## config.mk

```make
export PLATFORM = sky130hd
export DESIGN_NAME = sram_mem_stage
export DESIGN_NICKNAME = d
export VERILOG_FILES = /design/src/rtl/sram_mem_stage_pkg.sv /design/src/rtl/sram_mem_stage_phase.sv /design/src/rtl/sram_mem_stage.sv
export SDC_FILE = /design/constraint.sdc
export NUM_CORES = 1
export LEC_CHECK = 0
export CAP_MARGIN = 20
export CORE_MARGIN = 5
export CORE_UTILIZATION = 41
export CTS_BUF_LIST = sky130_fd_sc_hd__clkbuf_4
export DETAILED_ROUTE_END_ITERATION = 10
export GPL_TIMING_DRIVEN = 0
export PLACE_DENSITY = 0.88
export SYNTH_ARGS = -nofsm -noshare
export SYNTH_HDL_FRONTEND = slang
export SYNTH_SLANG_ARGS = --single-unit
```

## constraint.sdc

```tcl
create_clock -name clk -period 5.6 [get_ports clk]
set_clock_uncertainty 0.05 [all_clocks]
set_input_delay 1.68 -clock clk [delete_from_list [all_inputs] [get_ports clk]]
set_output_delay 1.68 -clock clk [all_outputs]
set_load 0.02 [all_outputs]
```

## src/rtl/sram_mem_stage_pkg.sv

```systemverilog
// Shared definitions for the MEM stage: access state encoding and SRAM defaults.
package sram_mem_stage_pkg;

  // Access sequencer states: each 32-bit word is two half-word phases.
  typedef enum logic [2:0] {
    IDLE  = 3'd0,
    RD_LO = 3'd1,
    RD_HI = 3'd2,
    WR_LO = 3'd3,
    WR_HI = 3'd4,
    DONE  = 3'd5
  } mem_state_t;

  // Byte address that maps onto SRAM word 0.
  localparam int unsigned MEM_BASE_ADDR = 1024;

  // Default external SRAM geometry (half-word addressed, 16-bit data).
  localparam int unsigned SRAM_AW_DEF = 18;
  localparam int unsigned SRAM_DW_DEF = 16;

  // True for the states that drive one half-word access on the SRAM bus.
  function automatic logic is_half_state(input mem_state_t s);
    return (s == RD_LO) || (s == RD_HI) || (s == WR_LO) || (s == WR_HI);
  endfunction

  // True for the two store phases.
  function automatic logic is_write_state(input mem_state_t s);
    return (s == WR_LO) || (s == WR_HI);
  endfunction

endpackage

```

## src/rtl/sram_mem_stage_phase.sv

```systemverilog
// Phase counter for one half-word access: flags the final cycle and shapes
// the write strobe so address/data are held for one cycle after we_n rises.
module sram_mem_stage_phase #(
  parameter int unsigned WAIT_CYCLES = 1
) (
  input  logic clk,
  input  logic rst_n,
  input  logic active,
  input  logic is_write,
  output logic last,
  output logic we_n
);

  localparam int unsigned CW = (WAIT_CYCLES < 1) ? 1 : $clog2(WAIT_CYCLES + 1);
  localparam logic [CW-1:0] LAST_CNT = CW'(WAIT_CYCLES);

  logic [CW-1:0] cnt;

  assign last = active && (cnt == LAST_CNT);
  assign we_n = !(active && is_write && (cnt < LAST_CNT));

  // Count cycles within a half access; wraps to zero at every state change.
  always_ff @(posedge clk or negedge rst_n) begin
    if (!rst_n) begin
      cnt <= '0;
    end else if (active && !last) begin
      cnt <= cnt + CW'(1);
    end else begin
      cnt <= '0;
    end
  end

endmodule

```

## src/rtl/sram_mem_stage.sv

```systemverilog
// MEM stage: performs each 32-bit load/store as two half-word accesses on a
// 16-bit asynchronous SRAM and holds the pipeline off via ready while busy.
module sram_mem_stage
  import sram_mem_stage_pkg::*;
#(
  parameter int unsigned BASE_ADDR   = MEM_BASE_ADDR,
  parameter int unsigned WAIT_CYCLES = 1,
  parameter int unsigned SRAM_AW     = SRAM_AW_DEF,
  parameter int unsigned SRAM_DW     = SRAM_DW_DEF
) (
  input  logic               clk,
  input  logic               rst_n,
  input  logic               mem_r_en,
  input  logic               mem_w_en,
  input  logic [31:0]        alu_res,
  input  logic [31:0]        val_rm,
  output logic [31:0]        mem_rdata,
  output logic               ready,
  output logic [SRAM_AW-1:0] sram_addr,
  output logic [SRAM_DW-1:0] sram_dq_o,
  input  logic [SRAM_DW-1:0] sram_dq_i,
  output logic               sram_dq_oe,
  output logic               sram_we_n
);

  mem_state_t state;
  mem_state_t state_nx;

  logic               ph_last;
  logic               ph_we_n;
  logic [31:0]        offset;
  logic [SRAM_AW-1:0] addr_lo;
  logic [SRAM_AW-1:0] addr_hi;
  logic [SRAM_DW-1:0] rd_lo;
  logic [SRAM_DW-1:0] rd_hi;
  logic               unused_addr_bits;

  // Word offset from the SRAM window; below-base addresses wrap unsigned.
  assign offset  = alu_res - 32'(BASE_ADDR);
  assign addr_lo = {offset[SRAM_AW:2], 1'b0};
  assign addr_hi = {offset[SRAM_AW:2], 1'b1};
  assign unused_addr_bits = ^{offset[31:SRAM_AW+1], offset[1:0], rd_hi};

  sram_mem_stage_phase #(
    .WAIT_CYCLES(WAIT_CYCLES)
  ) u_phase (
    .clk      (clk),
    .rst_n    (rst_n),
    .active   (is_half_state(state)),
    .is_write (is_write_state(state)),
    .last     (ph_last),
    .we_n     (ph_we_n)
  );

  // State register.
  always_ff @(posedge clk or negedge rst_n) begin
    if (!rst_n) begin
      state <= IDLE;
    end else begin
      state <= state_nx;
    end
  end

  // Next-state: stores win over loads; DONE always returns to IDLE so a
  // still-held request is not restarted before the pipeline advances.
  always_comb begin
    state_nx = state;
    case (state)
      IDLE: begin
        if (mem_w_en)      state_nx = WR_LO;
        else if (mem_r_en) state_nx = RD_LO;
      end
      RD_LO:   if (ph_last) state_nx = RD_HI;
      RD_HI:   if (ph_last) state_nx = DONE;
      WR_LO:   if (ph_last) state_nx = WR_HI;
      WR_HI:   if (ph_last) state_nx = DONE;
      DONE:    state_nx = IDLE;
      default: state_nx = IDLE;
    endcase
  end

  // SRAM bus and ready decode; bus is parked whenever no half access runs.
  always_comb begin
    sram_addr  = '0;
    sram_dq_o  = '0;
    sram_dq_oe = 1'b0;
    sram_we_n  = 1'b1;
    ready      = 1'b0;
    case (state)
      IDLE:  ready = !mem_r_en && !mem_w_en;
      DONE:  ready = 1'b1;
      RD_LO: sram_addr = addr_lo;
      RD_HI: sram_addr = addr_hi;
      WR_LO: begin
        sram_addr  = addr_lo;
        sram_dq_o  = SRAM_DW'(val_rm[15:0]);
        sram_dq_oe = 1'b1;
        sram_we_n  = ph_we_n;
      end
      WR_HI: begin
        sram_addr  = addr_hi;
        sram_dq_o  = SRAM_DW'(val_rm[31:16]);
        sram_dq_oe = 1'b1;
        sram_we_n  = ph_we_n;
      end
      default: ;
    endcase
  end

  // Capture each read half on its last cycle; the load result is published
  // together with the high half so it is valid when ready rises in DONE.
  always_ff @(posedge clk or negedge rst_n) begin
    if (!rst_n) begin
      rd_lo     <= '0;
      rd_hi     <= '0;
      mem_rdata <= '0;
    end else if ((state == RD_LO) && ph_last) begin
      rd_lo <= sram_dq_i;
    end else if ((state == RD_HI) && ph_last) begin
      rd_hi     <= sram_dq_i;
      mem_rdata <= 32'({sram_dq_i, rd_lo});
    end
  end

endmodule

```

### Yosys cells after proc, flatten, opt, wreduce, memory -nomap -nowiden

Index checks and enable logic that the tools add are counted.

| cells by class | value |
|---|---|
| eq/ne operators | 9 |
| reductions and logical operators | 21 |
| bitwise operators | 1 |
| mux-type cells | 12 |
| order comparisons | 1 |
| add/sub/neg operators | 2 |

Operators with widths:

| operator | number |
|---|---|
| $pmux 18 s2 | 1 |
| $pmux 16 s2 | 1 |
| $sub 19x11->19 const B | 1 |
| $mux 3 | 5 |
| $pmux 3 s4 | 1 |
| $logic_and 1x1->1 | 7 |
| $eq 3x2->1 const B | 2 |
| $eq 3x3->1 const B | 2 |
| $reduce_or 2->1 | 3 |
| $logic_not 1->1 | 4 |
| $logic_or 1x1->1 | 4 |
| $ne 2x2->1 const B | 2 |
| $reduce_and 4->1 | 1 |
| $eq 3x1->1 const B | 1 |
| $logic_not 3->1 | 1 |
| $mux 1 | 3 |
| $ne 3x3->1 const B | 1 |
| $ne 2x1->1 const B | 1 |
| $pmux 1 s2 | 1 |
| $reduce_and 2->1 | 1 |
| $add 1x1->1 const B | 1 |
| $lt 1x1->1 const B | 1 |
| $not 1->1 | 1 |

| word-level totals | value |
|---|---|
| output and inout port bits | 69 |
| bits in registers | 52 |
| bits of input ports | 84 |

### Longest topological paths before layout

| depth | value |
|---|---|
| depth in word-level cells | 8 |
| depth in mapped cells | 6 |
| gate-level depth less buffers | 5 |

### Cells and area by module

Synthesis repeated with hierarchy kept, for this count alone.

| unflattened totals | value |
|---|---|
| cell total of the unflattened synthesis | 191 |
| area total of the unflattened synthesis | 2467.4 um2 |

Modules (own cells, without submodules):

| module | times used | cells each | area each (um2) |
|---|---|---|---|
| sram_mem_stage | 1 | 187 | 2418.6 |
| sram_mem_stage_phase | 1 | 4 | 48.8 |

### Worst setup path before layout

Ideal clock, no wire load.

| timing path | value |
|---|---|
| path type | input-to-output |
| from | input port alu_res[10] |
| to | output port sram_addr[14] |
| buffers on the path | 0 |
| stages | 3 |
| arrival | 2896 ps |
| data required time | 3870 ps |
| slack | 974 ps |
| cell sequence | or4_4 or3_1 a21oi_1 |

| on the way | value |
|---|---|
| longest elaborated chain between the ends | 2 |

RTL lines:

| item | line | source |
|---|---|---|
| from (decl) | sram_mem_stage.sv:15 | `input logic [31:0] alu_res,` |
| $sub 19x11->19 | sram_mem_stage.sv:39 | `assign offset = alu_res - 32'(BASE_ADDR);` |
| $pmux 18 s2 | sram_mem_stage.sv:89 | `case (state)` |
| to (decl) | sram_mem_stage.sv:19 | `output logic [SRAM_AW-1:0] sram_addr,` |

No other way between the ends.

### Worst setup path after layout

| timing path | value |
|---|---|
| from | input port alu_res[12] |
| to | output port sram_addr[16] |

The elaborated chain is that of the path after synthesis.

==> flow_summary.yaml <==
timing:
  setup_violations: 0
  period_minus_slack_ns: 5.531
  fin_setup_tns_ns: 0
  holdWs_ns: 0.4477
  layout_setup_ws_ns: 0.06919
  final_hold_viol_count: 0
  tightestPinTransition_ns: 0.6992
  fmax_mhz: 180.8
  slew_headroom: 0.5323
  slew_violations: 0
  fin_crit_sh: 0.9876
  rsz0062_at_grt: "no"
pwr:
  cellPowerDensity_nw_per_um2: 526.5
  p_comb_frac: 0.614
  intPower_mw: 1.287
  power.total_mw: 2.102
  vdd_drop_max_mv: 0.3760
  p_sw_uw: 814.8
  p_leak_nw: 1.651
  p_seq_frac: 0.313
  p_sw_frac: 0.3877
  pwr-share-clk: 0.073
clock_tree:
  cts_tree: "yes"
  cts_buffer_depth: 2
  cts_buffers: 5
  clk_pin_slew_ns: 0.13
  h-tree-depth: 2
  cts.repair.resized: 0
  cts_root_buf: "clkbuf_4"
  hold_buffers: 0
  numClockSinks: 52
  postCtsSetupBuffers: 0
  clkLatencyLatePin_ns: 0.36
setup_path:
  start_kind: "input port"
  critPathKind: "input port to primary output"
  crit_chain: "clkdlybuf4s50_1 > or4_4 > o41ai_1 > a21oi_1 > clkdlybuf4s50_1"
  critPathMostFrequentCell: "clkdlybuf4s50_1"
  crit_buf_inv: 2
  end_kind: "primary output"
  cp_slowest_stage_delay_ns: 0.57
  worstPathArrival_ns: 3.80
  cp_slowest_cell: "clkdlybuf4s50_1"
  cp_top_family: "buffers and inverters"
  worstPathRequired_ns: 3.87
  cp_max_fo: 6
drt:
  ant_nets: 0
  vias: 2111
  routed_wl_um: 6516
  remaining_drc_errors: 0
  drt_pre_antenna_iters: 4
  routedWlPerCell_um: 15.78
  vias_per_cell: 5.111
  drt_iter0_markers: 54
global_routing:
  grt_pass1_vias: 2246
  gr-usage-all-layers: 0.1745
  grt_pass1_wl_um: 10550
  grt_overflow_total: 0
  grt_max_degree: 28
  antenna_found_initial: 0
logic_synthesis:
  synth_ff_type: "dfrtp_1"
  yosysWarnings: 0
  synthDistinctLibCells: 32
  yosys_register_bits: 52
  seq_area_frac_synth: 0.5298
  async_reset_ff_frac: 1.000
  synth_edf_count: 0
  yosys.area.top_type_share: 0.5298
  synth_nets: 278
  netlist_instances: 193
  avgSynthCellArea_um2: 12.73
  yosysMostFrequentCell: "dfrtp_1"
  ys_top_cells_by_count: "dfrtp_1, mux2_2, a22o_1, nor2_1, and2_1"
  synth_area_leaders: "dfrtp_1, mux2_2, a22o_1, and2_1, a21oi_1"
  synth_area_leader_cell: "dfrtp_1"
  synth_area_um2: 2456
placement:
  hpwl_um: 5200
  portBuffers: 137
  globalplace.congestion: 0.7207
  dp_slack_ns: 0.01115
  dp.cells: 406
  placed_cell_area_um2: 3936
die:
  initial_core_util: 0.4173
  die_h_um: 87.40
  rows: 28
  core_um2: 5886
  io_pins: 153
  die_w_um: 87.40
  fp.dieArea_um2: 7639
finish:
  multiInputGateArea_um2: 1077
  fin_area_um2: 3991
  final.fill_count: 445
  fin_util: 0.6781
  seqCellArea_um2: 1301
  final_cell_count_no_fill: 413
  area_growth_pct: 62.51
  layout-drive-gt1-share: 0.2071
  nNetsFinal: 423
  n_antenna_cell: 0
flow_run:
  maxCapViolations: 0
hold_path:
  hold_path.class: "register to register"
outcome:
  status: "finished, final reports clean"
## power by group through the flow
stage | clock [mW] | sequential (mW) | combinational [mW]
final | 0.154 | 0.658 | 1.29
after global routing | 0.182 | 0.686 | 1.38
after CTS | 0.162 | 0.660 | 1.31
after detailed placement | 0 | 0.670 | 1.30
after global placement | 0 | 0.657 | 1.28
after floorplan | 0 | 0.795 | 0.572
## final cells by class
cell class,count,area share
Inverter,4,0.003762
Clock buffer,5,0.009404
Tap cell,75,0.02351
Buffer,10,0.01567
Timing Repair Buffer,138,0.3486
Sequential cell,52,0.3260
Multi-Input combinational cell,127,0.2699
Clock inverter,2,0.003135
## placed cells by master, fill, tap and decap left out, types with 2 or more instances in the layout
| cell | synthesis | layout |
|---|---|---|
| o41ai_1 | 2 | 2 |
| nand2_1 | 2 | 2 |
| a21oi_1 | 8 | 8 |
| buf_2 | 5 | 6 |
| inv_1 | 4 | 4 |
| and2_1 | 9 | 9 |
| clkbuf_4 | 0 | 5 |
| nor4_1 | 2 | 2 |
| clkdlybuf4s50_1 | 0 | 134 |
| dfrtp_1 | 52 | 52 |
| xnor2_1 | 4 | 4 |
| buf_4 | 5 | 5 |
| o21ai_0 | 3 | 3 |
| or3_1 | 2 | 2 |
| nand2b_1 | 3 | 3 |
| mux2_2 | 45 | 45 |
| nor2_1 | 10 | 10 |
| dlymetal6s2s_1 | 0 | 2 |
| a22o_1 | 16 | 16 |
| mux2_1 | 3 | 3 |
| o21bai_1 | 2 | 2 |
| or4_4 | 2 | 2 |
| nor2_2 | 2 | 2 |
## final timing paths
kind                                    start       endpoint  slack, ns  depth (start not counted)
worst min register to register  mem_rdata[18]  mem_rdata[18]       0.45                          1
worst max register to register       state[1]       rd_lo[8]       3.78                          5
max in group asynchronous               rst_n   mem_rdata[3]       3.70                          2
min in group asynchronous               rst_n  mem_rdata[29]       1.25                          1
worst max-delay path              alu_res[12]  sram_addr[16]       0.07                          5
worst min-delay path            mem_rdata[18]  mem_rdata[18]       0.45                          1
## cells by family after synthesis
family | share of synthesized area
DFF | 0.5298
muxes | 0.2201
and+or+nand+nor | 0.09373
AOI/OAI and AO/OA | 0.1019
buffers and inverters | 0.03158
xor gates and xnor gates | 0.01783
adders and majority gates | 0.005093
## layer usage
layer / vias up / routed length (µm) / part of all wire / global-route usage
met5: - / 0 / 0 / 0
li1: 994 / - / - / -
met2: 90 / 3353 / 0.51 / 0.2973
met3: 10 / 548 / 0.084 / 0.05393
met4: 0 / 77 / 0.012 / 0.05858
met1: 1017 / 2537 / 0.39 / 0.2082
## registers in the layout (all words and copies together), names as in the netlist
signal       count
mem_rdata       32
rd_lo           16
state            3
u_phase.cnt      1
No activity file was read; power rests on OpenSTA's default activity.
